<file path="config.mk">
export PLATFORM = sky130hd
export DESIGN_NAME = if_fetch
export DESIGN_NICKNAME = d
export VERILOG_FILES = /design/src/rtl/if_fetch.sv
export SDC_FILE = /design/constraint.sdc
export NUM_CORES = 1
export LEC_CHECK = 0
export CORE_ASPECT_RATIO = 0.8
export CORE_MARGIN = 2
export CORE_UTILIZATION = 39
export DETAILED_ROUTE_END_ITERATION = 16
export GPL_ROUTABILITY_DRIVEN = 1
export HOLD_SLACK_MARGIN = 0.08
export PLACE_DENSITY = 0.77
export SLEW_MARGIN = 10
export SYNTH_ARGS = -nofsm -noshare
export SYNTH_HDL_FRONTEND = slang
export SYNTH_SLANG_ARGS = --single-unit
</file>
<file path="constraint.sdc">
create_clock -name clk -period 1.65 [get_ports clk]
set_input_delay 0.4125 -clock clk [delete_from_list [all_inputs] [get_ports clk]]
set_output_delay 0.4125 -clock clk [all_outputs]
set_load 0.01 [all_outputs]
</file>
<file path="src/rtl/if_fetch.sv">
// Instruction-fetch stage: owns the PC, issues one outstanding imem request at a time and hands
// fetched words to decode through a one-entry buffer. Define IF_ALIGN_CHECK_EN to fault on misaligned redirects.
module if_fetch #(
    parameter logic [31:0] RESET_PC = 32'h0000_3000
) (
    input  logic        clk,
    input  logic        rstn,
    input  logic        redirect_valid_i,
    input  logic [31:0] redirect_pc_i,
    output logic [31:0] pc_o,
    output logic        imem_req_o,
    output logic [31:0] imem_addr_o,
    input  logic        imem_gnt_i,
    input  logic        imem_rvalid_i,
    input  logic [31:0] imem_rdata_i,
    output logic        inst_valid_o,
    output logic [31:0] inst_o,
    output logic [31:0] inst_pc_o,
    input  logic        inst_ready_i,
    output logic        fault_o
);

`ifdef IF_ALIGN_CHECK_EN
    typedef enum logic [1:0] {
        ST_BOOT  = 2'd0,
        ST_REQ   = 2'd1,
        ST_WAIT  = 2'd2,
        ST_FAULT = 2'd3
    } state_e;
`else
    typedef enum logic [1:0] {
        ST_BOOT  = 2'd0,
        ST_REQ   = 2'd1,
        ST_WAIT  = 2'd2
    } state_e;
`endif

    state_e      state_q, state_d;
    logic [31:0] pc_q, pc_d;
    logic        drop_q, drop_d;
    logic        inst_valid_q, inst_valid_d;
    logic [31:0] inst_q, inst_d;
    logic [31:0] inst_pc_q, inst_pc_d;

    logic        req_w;
    logic        redirect_take;
    logic        capture;
    logic [31:0] redirect_target;
    state_e      after_redirect_state;
    state_e      after_drop_state;

    // Redirects are ignored while booting; everywhere else they win over everything.
    assign redirect_take = redirect_valid_i && (state_q != ST_BOOT);

`ifdef IF_ALIGN_CHECK_EN
    assign redirect_target      = redirect_pc_i;
    assign after_redirect_state = (redirect_pc_i[1:0] != 2'b00) ? ST_FAULT : ST_REQ;
    // A dropped response after a misaligned redirect lands in FAULT; pc_q already holds that target.
    assign after_drop_state     = (pc_q[1:0] != 2'b00) ? ST_FAULT : ST_REQ;
`else
    assign redirect_target      = redirect_pc_i & 32'hFFFF_FFFC;
    assign after_redirect_state = ST_REQ;
    assign after_drop_state     = ST_REQ;
`endif

    assign capture = (state_q == ST_WAIT) && imem_rvalid_i && !drop_q && !redirect_take;

    // State register
    always_ff @(posedge clk or negedge rstn) begin
        if (!rstn) begin
            state_q      <= ST_BOOT;
            pc_q         <= RESET_PC;
            drop_q       <= 1'b0;
            inst_valid_q <= 1'b0;
            inst_q       <= 32'h0;
            inst_pc_q    <= 32'h0;
        end else begin
            state_q      <= state_d;
            pc_q         <= pc_d;
            drop_q       <= drop_d;
            inst_valid_q <= inst_valid_d;
            inst_q       <= inst_d;
            inst_pc_q    <= inst_pc_d;
        end
    end

    // Next-state, PC and drop tracking
    always_comb begin
        state_d = state_q;
        pc_d    = pc_q;
        drop_d  = drop_q;
        case (state_q)
            ST_BOOT: begin
                state_d = ST_REQ;
            end
            ST_REQ: begin
                if (redirect_take) begin
                    pc_d = redirect_target;
                    if (req_w && imem_gnt_i) begin
                        // The old-address request is already in flight; swallow its response.
                        state_d = ST_WAIT;
                        drop_d  = 1'b1;
                    end else begin
                        state_d = after_redirect_state;
                    end
                end else if (req_w && imem_gnt_i) begin
                    state_d = ST_WAIT;
                end
            end
            ST_WAIT: begin
                if (redirect_take) begin
                    pc_d = redirect_target;
                    if (imem_rvalid_i) begin
                        drop_d  = 1'b0;
                        state_d = after_redirect_state;
                    end else begin
                        drop_d  = 1'b1;
                    end
                end else if (imem_rvalid_i) begin
                    drop_d = 1'b0;
                    if (drop_q) begin
                        state_d = after_drop_state;
                    end else begin
                        pc_d    = pc_q + 32'd4;
                        state_d = ST_REQ;
                    end
                end
            end
`ifdef IF_ALIGN_CHECK_EN
            ST_FAULT: begin
                if (redirect_take) begin
                    pc_d    = redirect_target;
                    state_d = after_redirect_state;
                end
            end
`endif
            default: begin
                state_d = ST_BOOT;
            end
        endcase
    end

    // Output buffer: flush beats capture, capture beats drain.
    always_comb begin
        inst_valid_d = inst_valid_q;
        inst_d       = inst_q;
        inst_pc_d    = inst_pc_q;
        if (redirect_take) begin
            inst_valid_d = 1'b0;
        end else if (capture) begin
            inst_valid_d = 1'b1;
            inst_d       = imem_rdata_i;
            inst_pc_d    = pc_q;
        end else if (inst_valid_q && inst_ready_i) begin
            inst_valid_d = 1'b0;
        end
    end

    // Output decode
    always_comb begin
        req_w = 1'b0;
        case (state_q)
            ST_REQ:  req_w = !inst_valid_q || inst_ready_i;
            default: req_w = 1'b0;
        endcase
    end

`ifdef IF_ALIGN_CHECK_EN
    assign fault_o = (state_q == ST_FAULT);
`else
    assign fault_o = 1'b0;
`endif

    assign imem_req_o   = req_w;
    assign imem_addr_o  = pc_q;
    assign pc_o         = pc_q;
    assign inst_valid_o = inst_valid_q;
    assign inst_o       = inst_q;
    assign inst_pc_o    = inst_pc_q;

endmodule

</file>
After elaboration in Yosys (flattened, before gate mapping) --
Index checks and enable logic that the tools add are counted.
Storage, ports and cells: register bits 100, bits of input ports 70, output and inout bits 131, logic and storage cells 54
Cells by class: add/sub/neg operators 1, eq/ne operators 8, muxes and demuxes 20, bitwise logic cells 1, reduce and logical (&&, ||, !) cells 18
Operator list (count):
- 32-bit two-way mux | 4
- 32-bit case mux with 2 select lines | 1
- 32-bit by 3-bit adder with 32-bit output (second input constant) | 1
- 1-bit two-way mux | 9
- 3-bit inequality test (second input constant) | 3
- 2-bit two-way mux | 4
- 4-bit AND reduction | 2
- 1-bit logical AND | 6
- 2-bit inequality test (second input constant) | 3
- 2-bit case mux with 3 select lines | 1
- 2-bit AND reduction | 2
- 2-bit nonzero test | 2
- 1-bit zero test | 3
- 3-bit nonzero test | 1
- 2-bit by 1-bit equality test with 1-bit output (second input constant) | 1
- 2-bit equality test (second input constant) | 1
- 2-bit zero test | 1
- 1-bit case mux with 2 select lines | 1
- 1-bit logical OR | 1
- 1-bit inverter | 1

Longest topological paths before layout --
word-level depth 7, depth in mapped cells 9, depth with buffers taken out 6

Least setup slack after synthesis --
Ideal clock, no wire load.
kind register to register, start register pc_q[2], in the netlist imem_addr_o[2], end register pc_q[28], in the netlist imem_addr_o[28], library setup time 87 ps, arrival 1765 ps, required time 1563 ps, slack -202 ps, cell stages (with the launch flop) 9, clock period less this slack 1852 ps, path through dfrtp_1 > ha_1 > and4_1 > buf_2 > and2_1 > buf_4 > nand4_1 > or2_0 > a211oi_2
Between the ends: longest elaborated chain between the ends 5
RTL lines:
- start: declaration | RTL line 39 | logic [31:0] pc_q, pc_d;
- start signal: assignment | RTL line 79 | pc_q <= pc_d;
- 32-bit by 3-bit adder with 32-bit output | RTL line 124 | pc_d = pc_q + 32'd4;
- 32-bit two-way mux | RTL line 121 | if (drop_q) begin
- 32-bit two-way mux | RTL line 119 | end else if (imem_rvalid_i) begin
- 32-bit two-way mux | RTL line 111 | if (redirect_take) begin
- 32-bit case mux with 2 select lines | RTL line 92 | case (state_q)
No other way between the ends. The select of a mux whose other input is x is not followed. A chain may end at the register's enable or synchronous reset.

Worst setup path in the final report --
Same ends and word-level chain as after synthesis.

==> results.py <==
metrics = {
    "placement": {
        "place_hpwl_mm": 11.0,
        "gp_congestion": 0.826,
        "pre_cts_slack_ns": -0.493,
        "postPlaceCellArea_mm2": 0.00719,
        "port_buffers": 191,
    },
    "timing": {
        "finalSetupViolCount": 9,
        "finClkSkew_ns": 0.00888,
        "hold_ws_ns": 0.384,
        "finalHoldViolations": 0,
        "period_share_pct": 104,
        "min_period_ns": 1.72,
        "rsz0062_at_grt": "true",
        "finalMaxSlewViolations": 0,
        "clock.fmax_mhz": 582,
        "setup_slack_ns": -0.0694,
    },
    "logic_synthesis": {
        "synthCells": 563,
        "netlist.area_leader.share_pct": 48.5,
        "ys.flop_type": "dfrtp_1",
        "synth_top_area_cell": "dfrtp_1",
        "avgSynthCellArea_um2": 8.62,
        "syn-cell-area_mm2": 0.00485,
        "yosys_warnings": 0,
        "synthArstFlopShare_pct": 100,
        "synthDistinctLibCells": 50,
        "yosys-top-cells-area": "dfrtp_1 48%, nand2_1 16%, buf_4 6.2%",
        "synth-seq-cells": 96,
        "yosysSeqAreaShare_pct": 49.6,
        "synth-edff-count": 0,
    },
    "critical_path": {
        "crit_chain": "buf_6 -> ha_4 -> and4_4 -> and2_4 -> nand4_1 -> or2_1 -> a211oi_2",
        "cp_slowest_stage_delay_ns": 0.37,
        "start_kind": "flip-flop",
        "crit_buf_inv": 1,
        "required_ns": 1.91,
        "crit_family": "simple AND/OR/NAND/NOR gates",
        "criticalPathCategory": "flip-flop to flip-flop",
        "arrival_ns": 1.97,
        "worstSetupEndpointType": "flip-flop",
        "crit_path_max_fanout": 4,
        "crit_path_top_delay_cell": "dfrtp_2",
    },
    "route": {
        "first_iter_violations": 231,
        "vias": 5017,
        "drt_wl_total_mm": 16.8,
        "drt-pass1-iter-count": 5,
        "ant_nets": 0,
        "drc_errors": 0,
        "vias_per_cell": 5.15,
        "post_drt_wl_per_cell_um": 17.3,
    },
    "clock_tree": {
        "clk_latency_ns": 0.35,
        "cts_tree": "yes",
        "cts_root_buffer": "clkbuf_16",
        "cts_max_path_buffers": 2,
        "clock_sinks": 96,
        "htree_levels": 3,
        "clk_pin_slew_ns": 0.07,
        "cts_buffers": 9,
    },
    "grt": {
        "grt_max_degree": 40,
        "grt_pass1_vias": 4903,
        "grt_usage_pct": 23.4,
        "grt_overflow_total": 0,
        "antenna_found_initial": 0,
        "grt_pass1_wl_mm": 24.6,
    },
    "run_status": {
        "run_status": "finished, violations left",
        "violations": "setup timing",
    },
    "floorplanning": {
        "core_area_mm2": 0.0122,
        "dieArea_mm2": 0.0134,
        "die_h_um": 104,
        "die_x_um": 129,
        "initial_core_util_pct": 39.9,
        "rows": 36,
        "boundaryPins": 201,
    },
    "power_and_ir_drop": {
        "max-vdd-ir-drop_mv": 0.803,
        "power.leakage_nw": 4.24,
        "powerDensity_mw_per_mm2": 1660,
        "power_w": 0.0135,
    },
    "finish": {
        "final_nets": 889,
        "mostFrequentLayoutCell": "nand2_1",
        "nFillCells": 992,
        "area_delta_synth_final_pct": 67.7,
        "final_cell_mix": "201 x nand2_1, 100 x dlygate4sd2_1, 85 x buf_4",
        "antenna_cells": 0,
        "drive_gt1_share_pct": 25.3,
        "stdcell_area_mm2": 0.00814,
    },
    "job": {
        "max_cap_viol_count": 0,
    },
    "hold_path": {
        "min_path_type": "primary input to flip-flop",
    },
}
## tightest hold or removal path: stages
cell and delay (ns):
dlymetal6s2s_1 0.13, nor2b_4 0.06, nand2_1 0.05, nand2_1 0.05
## path summary, 6_finish.rpt
kind,start,to,slack [ns],cells after the start
max in group asynchronous,rstn,imem_addr_o[28],0.60,3
worst max register to register,imem_addr_o[2],imem_addr_o[28],-0.07,7
min in group asynchronous,rstn,inst_pc_o[17],0.51,2
worst max-delay path,imem_addr_o[2],imem_addr_o[28],-0.07,7
worst min-delay path,inst_ready_i,inst_valid_o,0.38,4
worst min register to register,inst_pc_o[11],inst_pc_o[11],0.47,2
## logic make-up (layout without fill, tap and decap cells)
family,after synthesis,after routing,share of synthesized area (%)
DFF,96,96,49.6
adders and majority gates,1,1,0.258
and+or+nand+nor,292,292,26.4
AOI/OAI and AO/OA,95,95,12.6
other,1,7,0.0773
muxes,5,5,1.03
buffers and inverters,73,326,10.1
## cells in the mapped netlist, types with 3 or more instances
| cell type | instances |
|---|---|
| a21oi_1 | 29 |
| a22oi_1 | 4 |
| a2bb2oi_1 | 4 |
| a311oi_1 | 4 |
| a31oi_1 | 7 |
| and3_1 | 9 |
| and4_1 | 6 |
| buf_2 | 9 |
| buf_4 | 40 |
| buf_6 | 7 |
| clkbuf_1 | 15 |
| dfrtp_1 | 94 |
| mux2i_1 | 5 |
| nand2_1 | 211 |
| nand2b_1 | 6 |
| nand3_1 | 13 |
| nand4_1 | 5 |
| nor2_1 | 22 |
| nor3_1 | 3 |
| o21a_1 | 3 |
| o21ai_0 | 13 |
| o21ai_1 | 5 |
| o22a_1 | 9 |
| o22ai_1 | 7 |
| or3_1 | 3 |
## sequential cells by signal (all words and copies together) (netlist names)
register	flops
state_q	2
drop_q	1
inst_valid_o	1
inst_pc_o	30
inst_o	32
imem_addr_o	30
## report_power, final
part / leakage [nW] / internal (W) / switching [W]
clock: 0.147 / 0.00131 / 0.000884
sequential: 1.19 / 0.00339 / 0.000686
combinational: 2.90 / 0.00367 / 0.00358
total: 4.24 / 0.00838 / 0.00515
## stage by stage
step,util [%],std cells,setup TNS (ns)
2_1_floorplan,-,569,-0.196
6_report,66.9,974,-0.247
5_1_grt,66.9,974,-1.42
3_5_place_dp,59.1,914,-27.88
4_1_cts,62.6,951,-0.0643
3_3_place_gp,59.1,914,-23.20
## routing by layer
layer | wire length (um) | global-route usage, % | share of wire [%] | vias to the layer above
met5 | 0 | 0 | 0 | -
met3 | 1170 | 5.42 | 6.9 | 27
met1 | 7160 | 30.2 | 43 | 2409
met2 | 8140 | 38.8 | 48 | 228
li1 | - | - | - | 2353
met4 | 354 | 7.53 | 2.1 | 0
## final cells by class
type                            instances  area [um^2]  area share, %
Clock inverter                          6         85.1           1.05
Sequential cell                        96         2420           29.8
Clock buffer                            9          225           2.77
Tap cell                              152          190           2.34
Timing Repair Buffer                  309         2980           36.7
Inverter                                2         7.51         0.0923
Multi-Input combinational cell        400         2220           27.3
## what timing repair did
action                                 4_1_cts  5_1_grt
endpoints found under the hold margin       16        0
hold buffers                                 1        0
buffers inserted                            21       15
cloned                                       0        8
resized for setup                          163       73
pin swaps                                    8       27
setup endpoints to repair                  174       78
Power figures use the tool's default switching activity.
